==> src/rtl/addr_sequencer.sv <==
// Phase-accumulator address generator: plays one note (increment, length) at a time and
// emits an 11-bit raw waveform address once per sample tick.
module addr_sequencer #(
    parameter int unsigned PHASE_W    = 16,
    parameter int unsigned SAMPLE_DIV = 2272,
    parameter int unsigned LEN_W      = 16
) (
    input  logic               clk,
    input  logic               rst_n,
    input  logic               note_valid,
    output logic               note_ready,
    input  logic [PHASE_W-1:0] note_inc,
    input  logic [LEN_W-1:0]   note_len,
    input  logic               stop,
    output logic [10:0]        addr_raw,
    output logic               addr_valid,
    output logic               busy,
    output logic               done
);

    localparam int unsigned ADDR_W = 11;
    localparam int unsigned DIV_W  = (SAMPLE_DIV > 1) ? $clog2(SAMPLE_DIV) : 1;

    typedef enum logic [1:0] {
        ST_IDLE = 2'd0,
        ST_PLAY = 2'd1,
        ST_DONE = 2'd2
    } state_e;

    state_e              state_q, state_d;
    logic [DIV_W-1:0]    div_q, div_d;
    logic                tick_c;
    logic [PHASE_W-1:0]  phase_q, phase_d;
    logic [PHASE_W-1:0]  inc_q, inc_d;
    logic [PHASE_W-1:0]  phase_sum_c;
    logic [LEN_W-1:0]    remain_q, remain_d;
    logic [ADDR_W-1:0]   addr_raw_q, addr_raw_d;
    logic                addr_valid_q, addr_valid_d;
    logic                note_ready_q, note_ready_d;
    logic                busy_q, busy_d;
    logic                done_q, done_d;

    // Free-running sample divider, independent of the note FSM
    always_comb begin
        tick_c = (div_q == DIV_W'(SAMPLE_DIV - 1));
        div_d  = tick_c ? '0 : div_q + DIV_W'(1);
    end

    // Next-state and registered-output logic
    always_comb begin
        state_d      = state_q;
        phase_d      = phase_q;
        inc_d        = inc_q;
        remain_d     = remain_q;
        addr_raw_d   = addr_raw_q;
        addr_valid_d = 1'b0;
        phase_sum_c  = phase_q + inc_q;

        case (state_q)
            ST_IDLE: begin
                if (note_valid) begin
                    inc_d      = note_inc;
                    remain_d   = note_len;
                    phase_d    = '0;
                    addr_raw_d = '0;
                    state_d    = (note_len == '0) ? ST_DONE : ST_PLAY;
                end
            end
            ST_PLAY: begin
                // Abort wins over a coincident tick: no address update on the stop cycle
                if (stop) begin
                    state_d = ST_DONE;
                end else if (tick_c) begin
                    phase_d      = phase_sum_c;
                    addr_raw_d   = phase_sum_c[PHASE_W-1 -: ADDR_W];
                    addr_valid_d = 1'b1;
                    remain_d     = remain_q - LEN_W'(1);
                    if (remain_q == LEN_W'(1)) begin
                        state_d = ST_DONE;
                    end
                end
            end
            ST_DONE: begin
                state_d = ST_IDLE;
            end
            default: begin
                state_d = ST_IDLE;
            end
        endcase

        note_ready_d = (state_d == ST_IDLE);
        busy_d       = (state_d != ST_IDLE);
        done_d       = (state_d == ST_DONE);
    end

    always_ff @(posedge clk or negedge rst_n) begin
        if (!rst_n) begin
            state_q      <= ST_IDLE;
            div_q        <= '0;
            phase_q      <= '0;
            inc_q        <= '0;
            remain_q     <= '0;
            addr_raw_q   <= '0;
            addr_valid_q <= 1'b0;
            note_ready_q <= 1'b1;
            busy_q       <= 1'b0;
            done_q       <= 1'b0;
        end else begin
            state_q      <= state_d;
            div_q        <= div_d;
            phase_q      <= phase_d;
            inc_q        <= inc_d;
            remain_q     <= remain_d;
            addr_raw_q   <= addr_raw_d;
            addr_valid_q <= addr_valid_d;
            note_ready_q <= note_ready_d;
            busy_q       <= busy_d;
            done_q       <= done_d;
        end
    end

    assign note_ready = note_ready_q;
    assign addr_raw   = addr_raw_q;
    assign addr_valid = addr_valid_q;
    assign busy       = busy_q;
    assign done       = done_q;

endmodule

==> config.mk <==
export PLATFORM = sky130hd
export DESIGN_NAME = addr_sequencer
export DESIGN_NICKNAME = d
export VERILOG_FILES = /design/src/rtl/addr_sequencer.sv
export SDC_FILE = /design/constraint.sdc
export NUM_CORES = 1
export LEC_CHECK = 0
export CORE_MARGIN = 2
export CORE_UTILIZATION = 25
export CTS_CLUSTER_SIZE = 40
export DETAILED_ROUTE_END_ITERATION = 8
export MAX_ROUTING_LAYER = met4
export SLEW_MARGIN = 20
export SYNTH_ARGS = -nofsm -noshare
export SYNTH_HDL_FRONTEND = slang
export SYNTH_SLANG_ARGS = --single-unit
==> constraint.sdc <==
create_clock -name clk -period 2.85 [get_ports clk]
set_clock_uncertainty 0.05 [all_clocks]
set_input_delay 0.285 -clock clk [delete_from_list [all_inputs] [get_ports clk]]
set_output_delay 0.285 -clock clk [all_outputs]
set_load 0.02 [all_outputs]
# Yosys cells after proc, flatten, opt, wreduce, memory -nomap -nowiden
# Cells that the tools add are included.
# Widths: inputs -> output; s select.
# classes
add_sub_neg	3
reduce_logical	7
eq_ne	7
n_mux	22
# op_table
cell	n
$mux 16	6
$pmux 16 s2	2
$mux 11	3
$pmux 11 s2	1
$add 16x16->16	1
$eq 16x1->1 const B	1
$logic_not 16->1	1
$sub 16x1->16 const B	1
$add 12x1->12 const B	1
$eq 12x12->1 const B	1
$mux 12	1
$mux 2	5
$ne 2x2->1 const B	3
$logic_not 2->1	2
$pmux 2 s2	1
$reduce_and 4->1	1
$reduce_bool 2->1	2
$mux 1	3
$eq 2x1->1 const B	1
$eq 2x2->1 const B	1
$reduce_and 2->1	1
# totals
regBits	77
word_cells	49
output_inout_bits	15
input_bits	36

# Depth between registers and ports, before layout
# Gate-level depths: netlist of the first run.
# depth
word_depth	6
ltp_mapped	9
mapped_depth_nobuf	9

# Worst setup path before layout of the first run
# No wires, ideal clock.
# synth_path
path_type	register to register
startpoint	register div_q[5]
endpoint	register phase_q[8]
setup_ns	0.126
period_less_slack_ns	2.108
path_stages_with_launch	8
arrival_time_ns	1.932
setup_slack_ns	0.742
n_path_buf	2
required_ns	2.674
cell_sequence	dfrtp_1 > or4b_4 > nor4_4 > nand2_2 > buf_2 > buf_2 > nand3_1 > o31ai_1
# synth_between
elab_chain_cells	3
# synth_rtl
element	line	source
start: declaration	31	logic [DIV_W-1:0] div_q, div_d;
start signal: assignment	110	div_q <= div_d;
$eq 12x12->1	45	tick_c = (div_q == DIV_W'(SAMPLE_DIV - 1));
$ne 2x2->1 (no line)	-	
$reduce_and 4->1 (no line)	-	
end signal: assignment	111	phase_q <= phase_d;
end: declaration	33	logic [PHASE_W-1:0] phase_q, phase_d;
# No other way between the ends.
# A chain may end at the register's enable or synchronous reset.

# Final worst setup path of the first run
# layout_path
startpoint	register phase_q[0]
endpoint	register phase_q[10]
# layout_between
elab_chain_cells	4
# layout_rtl
element	line	source
$add 16x16->16	57	phase_sum_c = phase_q + inc_q;
$mux 16	73	end else if (tick_c) begin
$mux 16	71	if (stop) begin
$pmux 16 s2	59	case (state_q)
# No other way between the ends. The select of a mux whose other input is x is not followed.

==> results of run 1 <==
==> cell families (layout without fill, tap and decap cells) <==
group | after synthesis | after routing
adders and majority gates | 19 | 19
xor gates and xnor gates | 19 | 19
and+or+nand+nor | 176 | 176
muxes | 1 | 1
DFF | 66 | 66
AOI/OAI and AO/OA | 109 | 109
buffers and inverters | 42 | 86
==> flip-flops by register name, indices dropped and copies added, names as in the netlist <==
name / count
addr_valid: 1
busy: 1
div_q: 12
done: 1
inc_q: 16
note_ready: 1
phase_q: 16
remain_q: 16
state_q: 2
==> power by group <==
part / internal (W) / switching (W) / total (W)
Combinational: 0.000437 / 0.000646 / 0.00108
Clock: 0.000692 / 0.000390 / 0.00108
Sequential: 0.00117 / 0.000194 / 0.00137
Total: 0.00230 / 0.00123 / 0.00353
==> synth_stat cells, drive strengths merged (2+ instances only) <==
library cell / n / share of area
o31ai: 6 / 0.012
o21a: 5 / 0.0099
or2: 2 / 0.0033
nor3: 9 / 0.012
nor2b: 4 / 0.0066
nand3: 31 / 0.041
inv: 11 / 0.011
o21ai: 39 / 0.051
dfrtp: 65 / 0.43
buf: 18 / 0.034
clkbuf: 12 / 0.012
o22ai: 2 / 0.0033
a211oi: 3 / 0.0059
ha: 18 / 0.059
a22oi: 3 / 0.0059
xor2: 7 / 0.016
o211ai: 5 / 0.0099
nand2b: 4 / 0.0066
a21o: 2 / 0.0040
a21oi: 28 / 0.037
a32oi: 3 / 0.0069
a31oi: 3 / 0.0049
nor2: 37 / 0.037
o22a: 2 / 0.0046
nor4: 10 / 0.020
and3: 3 / 0.0049
nand2: 64 / 0.064
xnor2: 12 / 0.028
nand4: 5 / 0.0082
==> per-stage QoR <==
stage / hold slack, ps / total power, W / worst slack (ps)
floorplan: -60.6 / 0.00212 / 742
global placement: 412 / 0.00242 / 545
detailed placement: 414 / 0.00246 / 446
CTS: 60.8 / 0.00357 / 435
global route: 111 / 0.00379 / 132
finish: 22.2 / 0.00353 / 451
==> final timing paths <==
| path | from | end | slack (ps) |
|---|---|---|---|
| max | phase_q[0] | phase_q[10] | 450 |
| min | rst_n | inc_q[14] | 20 |
| max reg2reg | phase_q[0] | phase_q[10] | 450 |
| min reg2reg | div_q[0] | div_q[0] | 430 |
| max in group asynchronous | rst_n | inc_q[6] | 1930 |
| min in group clk | note_inc[10] | inc_q[10] | 420 |
==> final cells by class <==
class / instances / area [µm²]
clock buffers: 12 / 246
clock inverters: 3 / 40.0
fillers: 1548 / 10300
inverters: 12 / 46.3
multi-input cells: 324 / 1920
flip-flops and latches: 66 / 1650
well taps: 188 / 235
repair buffers: 59 / 563
==> layer usage <==
layer  share of wire  up-vias
li1                -     1604
met1            0.45     1531
met2            0.49       77
met3           0.041       16
met4           0.020        0
met5               0        -
==> out/results.tsv, run 1 <==
stage	metric	value	unit
global_route	grt_pass1_vias	3225	
floorplanning	rows	45	
setup_path	cp_cell_sequence	ha_1, inv_1, fa_1, nor2b_1, o31ai_1, a21oi_1, o211a_1, o21a_1, o31ai_1	
clock_tree	worstSkewPairLatency	340	ps
placed_design	portBuffers	50	
setup_path	end_kind	flip-flop	
floorplanning	die_h	127	µm
logic_synthesis	yosysWarnings	0	
floorplanning	core-area	15000	µm²
placed_design	gp_congestion	0.817	
logic_synthesis	synth_compound_area_frac	0.175	
placed_design	dp_cells	649	
floorplanning	pin_count	51	
global_route	grt-ovfl-total	0	
clock_tree	holdBufCountCts	0	
setup_path	cp.depth	9	
final_layout	nets	527	
logic_synthesis	async_flop_share	1.00	
setup_path	worstPathArrival	2590	ps
setup_path	critical_path.top_delay_family	compound AO/OA/AOI/OAI gates	
final_layout	layout_common_cells	dfrtp_1, nand2_1, clkdlybuf4s50_1, nor2_1, nand3_1	
clock_tree	htreeDepth	3	
power_and_ir_drop	ir_worst_vdd	0.000302	V
job	drv_cap	0	
floorplanning	initial_core_util	0.252	
setup_path	cp-start-kind	flip-flop	
logic_synthesis	synth_area	3790	µm²
final_layout	layout-drive-gt1-share	0.0651	
final_layout	finalInstanceArea	4700	µm²
detailed_routing	via_count	3228	
power_and_ir_drop	leakage	2.02	nW
placed_design	hpwl	6760	µm
timing	fin_crit_sh	0.842	
detailed_routing	drt-total-wl	9390	µm
floorplanning	die-width	127	µm
global_route	use_met1	0.150	
detailed_routing	wl_per_cell	14.1	µm
floorplanning	die-area	16200	µm²
final_layout	final_cells	664	
detailed_routing	drt-initial-drc-count	125	
final_layout	final_common_cell	dfrtp_1	
global_route	grt_pass1_wl	15600	µm
global_route	use_met2	0.205	
timing	max_freq	417	MHz
final_layout	antenna_cells	0	
power_and_ir_drop	pwr_density_cell	751	nW/µm²
logic_synthesis	synth-adder-area-share	0.0647	
timing	setup_viol	0	
logic_synthesis	syn_avg_cell_area	8.78	µm²
timing	final.setup.tns	0	ps
logic_synthesis	ys.flop_type	dfrtp_1	
timing	rsz0062_at_grt	false	
logic_synthesis	syn_inst	432	
detailed_routing	antenna_left	0	
setup_path	path_common_cell	o31ai_1	
logic_synthesis	synth-seq-area-share	0.436	
setup_path	cp_slowest_cell	dfrtp_1	
logic_synthesis	ys_ff_latch	66	
clock_tree	cts_tree	built	
global_route	grt.total_usage	0.126	
clock_tree	ctsRootBufferMaster	clkbuf_16	
placed_design	placed_area	4420	µm²
global_route	grt_max_degree	39	
setup_path	worstSetupPathType	reg -> reg	
final_layout	final_core_util	0.313	
setup_path	crit_required	3040	ps
setup_path	critPathMaxFanout	5	
detailed_routing	via_per_inst	4.86	
setup_path	path_buf_inv	1	
global_route	antenna_found_initial	0	
logic_synthesis	synth_xor_area_frac	0.0439	
timing	min_period	2400	ps
clock_tree	post_cts_buffers	0	
timing	relSlewSlack	0.356	
outcome	outcome	completed	
timing	finalHoldViolCount	0	
detailed_routing	drc	0	
detailed_routing	drt_pass1_iterations	4	
clock_tree	cts.sinks	66	
final_layout	area_delta_synth_final	24.0	%
logic_synthesis	muxShareOfSynthArea	0.00264	
global_route	busiest_layer	met2	
logic_synthesis	synth.net_count	487	
setup_path	reg2reg_depth	9	
logic_synthesis	synthDistinctLibCells	55	
setup_path	slowest_delay	380	ps
clock_tree	ctsResizeCount	0	
logic_synthesis	synthSimpleGateAreaFrac	0.220	
clock_tree	cts_buffer_depth	2	
timing	worst_pin_slew	965	ps
timing	slew_viol_final	0	
worst_hold_path	hold_class	in -> async	
clock_tree	clkTransAtPathRegs	60	ps
logic_synthesis	synth_top_family_by_area	simple AND/OR/NAND/NOR gates	
clock_tree	cts_made_buffers	9	
logic_synthesis	synth-edff-count	0	
global_route	grt_util_met3	0.0335	
(Power assumes the default switching activity.)
==> run 2: changes to the inputs <==
clock period = 2.2 ns   (was 2.85 ns; I/O delays follow)
==> out/results.tsv, run 2 (same netlist as run 1, synthesis figures left out) <==
stage	metric	value	unit	change
global_route	grt_pass1_vias	3177		-1.5%
power_and_ir_drop	pwr_density_cell	932	nW/µm²	+24%
power_and_ir_drop	ir_worst_vdd	0.000324	V	+7.2%
final_layout	final_cells	683		+2.9%
detailed_routing	antenna_left	0		unchanged
floorplanning	pin_count	51		unchanged
detailed_routing	via_count	3313		+2.6%
global_route	grt.total_usage	0.121		-0.00576
power_and_ir_drop	leakage	2.11	nW	+4.7%
placed_design	pre_cts_slack	-39.3	ps	-485 ps
power_and_ir_drop	p_int	0.00298	W	+29%
setup_path	crit_required	2390	ps	-650 ps
clock_tree	cts_buffer_depth	2		unchanged
setup_path	cp_slowest_cell	fa_2		
placed_design	dp_cells	665		+2.5%
floorplanning	die-area	16200	µm²	unchanged
clock_tree	worstSkewPairLatency	330	ps	about the same
power_and_ir_drop	switchingPower	0.00159	W	+30%
floorplanning	die-width	127	µm	unchanged
final_layout	layout_common_cells	dfrtp_1, nand2_1, clkdlybuf4s50_1, nor2_1, nand3_1		
setup_path	slowest_delay	410	ps	+30 ps
timing	fin_crit_sh	0.982		+0.140
detailed_routing	drt-initial-drc-count	123		-1.6%
detailed_routing	via_per_inst	4.85		-0.22%
placed_design	hpwl	6830	µm	+0.99%
timing	rsz0062_at_grt	true		
timing	setup_viol	0		unchanged
power_and_ir_drop	p_sw_frac	0.348		about the same
global_route	antenna_found_initial	0		unchanged
placed_design	gp_congestion	0.809		-1.1%
detailed_routing	drc	0		unchanged
clock_tree	cts_tree	built		
final_layout	multi_input_area	1980	µm²	+3.1%
worst_hold_path	hold_class	in -> reg		
timing	worst_pin_slew	724	ps	-240 ps
final_layout	antenna_cells	0		unchanged
setup_path	worstPathArrival	2350	ps	-240 ps
floorplanning	die_h	127	µm	unchanged
clock_tree	cts.sinks	66		unchanged
power_and_ir_drop	clkPwrFrac	0.296		-0.010
setup_path	reg2reg_from	inc_q[0]		
detailed_routing	wl_per_cell	13.5	µm	-4.8%
final_layout	nets	545		+3.4%
setup_path	cp-start-kind	flip-flop		
global_route	grt_max_degree	31		-21%
clock_tree	htreeDepth	3		unchanged
outcome	outcome	completed		
setup_path	critPathMaxFanout	5		unchanged
timing	setup_ws	39.7	ps	-411 ps
global_route	grt-ovfl-total	0		unchanged
power_and_ir_drop	p_comb_frac	0.318		+0.012
job	drv_cap	0		unchanged
timing	min_period	2160	ps	-239 ps
setup_path	r2r_slack	40	ps	-410 ps
clock_tree	ctsRootBufferMaster	clkbuf_16		
setup_path	worstSetupPathType	reg -> reg		
timing	slew_viol_final	0		unchanged
final_layout	final_core_util	0.327		+0.0137
timing	max_freq	463	MHz	+11%
power_and_ir_drop	pwr-share-seq	0.386		about the same
final_layout	largestRegisters	inc_q x16, phase_q x16, remain_q x16		
final_layout	area_delta_synth_final	29.5	%	
clock_tree	clkTransAtPathRegs	50	ps	about the same
timing	relSlewSlack	0.517		+0.161
floorplanning	rows	45		unchanged
floorplanning	initial_core_util	0.252		unchanged
final_layout	final_common_cell	dfrtp_1		
floorplanning	core-area	15000	µm²	unchanged
final_layout	fillers	1542		-0.39%
clock_tree	cts_made_buffers	9		unchanged
worst_hold_path	holdCritStartpoint	note_inc[7]		
timing	finalHoldViolCount	0		unchanged
timing	hold_slack	362	ps	+340 ps
final_layout	layout-drive-gt1-share	0.121		+0.0561
placed_design	portBuffers	50		unchanged
setup_path	end_kind	flip-flop		
detailed_routing	drt-total-wl	9200	µm	-2.0%
timing	final.setup.tns	0	ps	unchanged
final_layout	ff_latch_area	1650	µm²	unchanged
detailed_routing	drt_pass1_iterations	4		unchanged
setup_path	cp_cell_sequence	ha_2, inv_2, fa_2, nor2b_4, o31ai_4, a21oi_1, buf_4, a32oi_1, and3_1, o31ai_2		
global_route	grt_pass1_wl	15000	µm	-4.0%
setup_path	crit_start	inc_q[0]		
## run 2: layer usage
layer,wire (µm),GRT usage
met4,173,0.0433
met1,4150,0.144
met5,0,-
met2,4550,0.201
met3,324,0.0281
## run 2: critical path: cells and delay by family (launching register included)
kind | cells | cell delay, ps
adder cells (fa/ha/maj) | 2 | 610
AND/OR/NAND/NOR | 2 | 360
flip-flops | 1 | 350
buffers and inverters | 2 | 200
AO/OA/AOI/OAI | 4 | 490
## run 2: per-stage QoR
stage	power, W	cell area, µm²
6_report	0.00458	4910
2_1_floorplan	0.00275	3790
3_5_place_dp	0.00322	4550
5_1_grt	0.00489	4910
3_3_place_gp	0.00316	4550
4_1_cts	0.00460	4850
## run 2: final timing paths
| path | cells past startpoint | end |
|---|---|---|
| max in group asynchronous | 3 | inc_q[4] |
| hold / removal | 3 | inc_q[7] |
| hold reg to reg | 2 | inc_q[14] |
| setup reg to reg | 10 | phase_q[14] |
| min in group asynchronous | 2 | div_q[1] |
| setup / recovery | 10 | phase_q[14] |
## run 2: timing repair
action,in CTS,in global routing
hold buffers,1,0
buffers inserted,0,1
endpoints found under the setup margin,1,19
pin swaps,0,7
hold endpoints to repair,25,0
resized for setup,1,15
## run 2: final cells by class
cell class	count	share of cell area
clock buffers	14	0.0558
well taps	188	0.0479
repair buffers	77	0.145
inverters	12	0.00943
clock inverters	2	0.00204
multi-input cells	324	0.403
flip-flops and latches	66	0.337
## run 2: power groups by stage
stage / registers (W) / clock network, W / logic (W)
6_report: 0.00177 / 0.00136 / 0.00145
5_1_grt: 0.00180 / 0.00145 / 0.00164
4_1_cts: 0.00177 / 0.00139 / 0.00144
3_5_place_dp: 0.00178 / 0 / 0.00143
3_3_place_gp: 0.00177 / 0 / 0.00139
2_1_floorplan: 0.00173 / 0 / 0.00102
==> run 3: changes to the inputs <==
CORE_ASPECT_RATIO = 0.7   (was default)
CORE_UTILIZATION = 50   (was 25)
PLACE_DENSITY = 0.77   (was default)
==> out/results.tsv, run 3 (same netlist as run 1, synthesis figures left out) <==
stage	metric	value	unit	change
outcome	outcome	completed		
power_and_ir_drop	leakage	2.06	nW	-2.6%
global_route	grt_pass1_vias	3176		-0.031%
final_layout	largestRegisters	inc_q x16, phase_q x16, remain_q x16		
global_route	grt-ovfl-total	0		unchanged
timing	finalHoldViolCount	0		unchanged
timing	max_freq	470	MHz	+1.5%
clock_tree	cts_buffer_depth	2		unchanged
final_layout	nets	543		-0.37%
global_route	grt_max_degree	67		+120%
floorplanning	die_h	76.9	µm	-40%
floorplanning	pin_count	51		unchanged
job	drv_cap	0		unchanged
clock_tree	cts_made_buffers	9		unchanged
detailed_routing	wl_per_cell	15.0	µm	+11%
final_layout	area_delta_synth_final	23.9	%	
timing	setup_viol	0		unchanged
setup_path	cp_cell_sequence	ha_2, inv_2, fa_2, nor2b_4, o31ai_4, a21oi_4, o211a_1, o21a_1, o31ai_2		
setup_path	cp-start-kind	flip-flop		
setup_path	cp_slowest_cell	dfrtp_1		
detailed_routing	drt-total-wl	8840	µm	-3.9%
setup_path	slowest_delay	390	ps	-20 ps
placed_design	gp_congestion	0.913		+13%
worst_hold_path	hold_class	in -> reg		
setup_path	rr_endpoint	phase_q[10]		
setup_path	reg2reg_depth	9		-1
power_and_ir_drop	clkPwrFrac	0.221		-0.075
power_and_ir_drop	switchingPower	0.00161	W	+1.3%
detailed_routing	via_count	3268		-1.4%
floorplanning	initial_core_util	0.518		+0.266
clock_tree	worstSkewPairLatency	360	ps	+30 ps
clock_tree	ctsRootBufferMaster	clkbuf_8		
setup_path	critPathMaxFanout	5		unchanged
timing	relSlewSlack	0.651		+0.134
floorplanning	die-area	8310	µm²	-49%
setup_path	crit_required	2420	ps	+30 ps
worst_hold_path	min_path_cells	3		unchanged
setup_path	path_buf_inv	1		-1
power_and_ir_drop	pwr_density_cell	892	nW/µm²	-4.3%
global_route	grt.total_usage	0.239		+0.119
detailed_routing	drt_pass1_iterations	4		unchanged
setup_path	end_kind	flip-flop		
power_and_ir_drop	p_int	0.00258	W	-14%
placed_design	hpwl	6250	µm	-8.5%
power_and_ir_drop	fin_total_pwr	0.00419	W	-8.4%
detailed_routing	via_per_inst	5.53		+14%
setup_path	worstSetupPathType	reg -> reg		
final_layout	antenna_cells	0		unchanged
final_layout	layout_common_cells	dfrtp_1, nand2_1, clkdlybuf4s50_1, nor2_1, nand3_1		
setup_path	reg2reg_from	inc_q[0]		
floorplanning	core-area	7320	µm²	-51%
floorplanning	die-width	108	µm	-15%
detailed_routing	antenna_left	0		unchanged
timing	min_period	2130	ps	-31.4 ps
setup_path	critical_path.top_delay_family	compound AO/OA/AOI/OAI gates		
power_and_ir_drop	pwr-share-seq	0.420		+0.034
floorplanning	rows	26		-42%
global_route	antenna_found_initial	0		unchanged
detailed_routing	drc	0		unchanged
timing	rsz0062_at_grt	true		
worst_hold_path	holdCritStartpoint	note_inc[7]		
power_and_ir_drop	p_sw_frac	0.385		+0.0368
clock_tree	htreeDepth	3		unchanged
global_route	grt_pass1_wl	15200	µm	+1.0%
timing	fin_crit_sh	0.968		-0.0143
setup_path	worstPathArrival	2350	ps	about the same
final_layout	final_common_cell	dfrtp_1		
power_and_ir_drop	ir_worst_vdd	0.000524	V	+62%
worst_hold_path	min_to	inc_q[7]		
final_layout	layout-drive-gt1-share	0.126		+0.00455
placed_design	placed_area	4430	µm²	-2.6%
setup_path	r2r_slack	70	ps	+30 ps
final_layout	finalInstanceArea	4700	µm²	-4.3%
timing	worst_pin_slew	523	ps	-202 ps
timing	slew_viol_final	0		unchanged
clock_tree	cts.sinks	66		unchanged
clock_tree	clkTransAtPathRegs	80	ps	+30 ps
power_and_ir_drop	p_comb_frac	0.359		+0.041
clock_tree	cts_tree	built		
placed_design	portBuffers	50		unchanged
detailed_routing	drt-initial-drc-count	167		+36%
run 3: cell types whose count changed in the layout (fill, tap and decap cells not counted):
| cell | delta |
|---|---|
| clkinv_4 | +2 |
| a21oi_1 | -1 |
| a2111oi_0 | +1 |
| a2111oi_1 | -1 |
| buf_4 | -3 |
| a21oi_4 | +1 |
| a32oi_1 | -1 |
| clkbuf_16 | -9 |
| buf_6 | +1 |
| clkbuf_1 | -2 |
| a32oi_2 | +1 |
| clkbuf_8 | +7 |
| clkinvlp_4 | +2 |
run 3: worst max path at each step:
| stage | from | endpoint | slack (ps) | cells past startpoint |
|---|---|---|---|---|
| 3_3_place_gp | phase_q[1] | phase_q[9] | 30 | 7 |
| 4_1_cts | phase_q[0] | phase_q[10] | 5 | 10 |
| 2_1_floorplan | div_q[5] | phase_q[8] | 90 | 7 |
| 3_5_place_dp | phase_q[1] | phase_q[7] | -20 | 7 |
| 6_report | inc_q[0] | phase_q[10] | 70 | 9 |
| 5_1_grt | phase_q[0] | phase_q[14] | -40 | 9 |
run 3: per-stage QoR:
stage | util | TNS, ps | setup slack, ps | hold slack (ps) | std cells
after floorplan | - | 0 | 92.5 | -126 | 432
after global placement | 0.605 | 0 | 27.6 | 211 | 574
after detailed placement | 0.605 | -36.7 | -24.4 | 219 | 574
after CTS | 0.633 | 0 | 5.42 | 329 | 591
after global routing | 0.642 | -80.2 | -37.3 | 338 | 591
final | 0.642 | 0 | 71.1 | 337 | 591
run 3: timing repair:
action | in CTS | in global routing
hold buffers | 1 | 0
pin swaps | 0 | 7
hold endpoints to repair | 65 | 0
resized for setup | 3 | 16
endpoints found under the setup margin | 8 | 9
setup buffers | 0 | 1
run 3: routing by layer:
| metal | track usage | share of wire |
|---|---|---|
| met2 | 0.331 | 0.44 |
| met3 | 0.0638 | 0.048 |
| met4 | 0.0821 | 0.013 |
| met1 | 0.340 | 0.50 |
| met5 | - | 0 |
run 3: final cells by class:
| class | count | area [µm²] |
|---|---|---|
| well taps | 98 | 123 |
| flip-flops and latches | 66 | 1650 |
| clock buffers | 10 | 138 |
| inverters | 12 | 46.3 |
| clock inverters | 6 | 42.5 |
| fillers | 627 | 2620 |
| multi-input cells | 324 | 2000 |
| repair buffers | 75 | 702 |
run 3: worst min-delay path, cell delays in order:
cell and delay (ps):
clkdlybuf4s50_1 390, nand2_1 50, nand2_1 40
run 3: power by group through the flow:
| stage | logic [W] | registers (W) | clock network (W) |
|---|---|---|---|
| 2_1_floorplan | 0.00102 | 0.00173 | 0 |
| 3_3_place_gp | 0.00139 | 0.00177 | 0 |
| 3_5_place_dp | 0.00146 | 0.00177 | 0 |
| 4_1_cts | 0.00147 | 0.00176 | 0.000949 |
| 5_1_grt | 0.00169 | 0.00180 | 0.00101 |
| 6_report | 0.00151 | 0.00176 | 0.000927 |
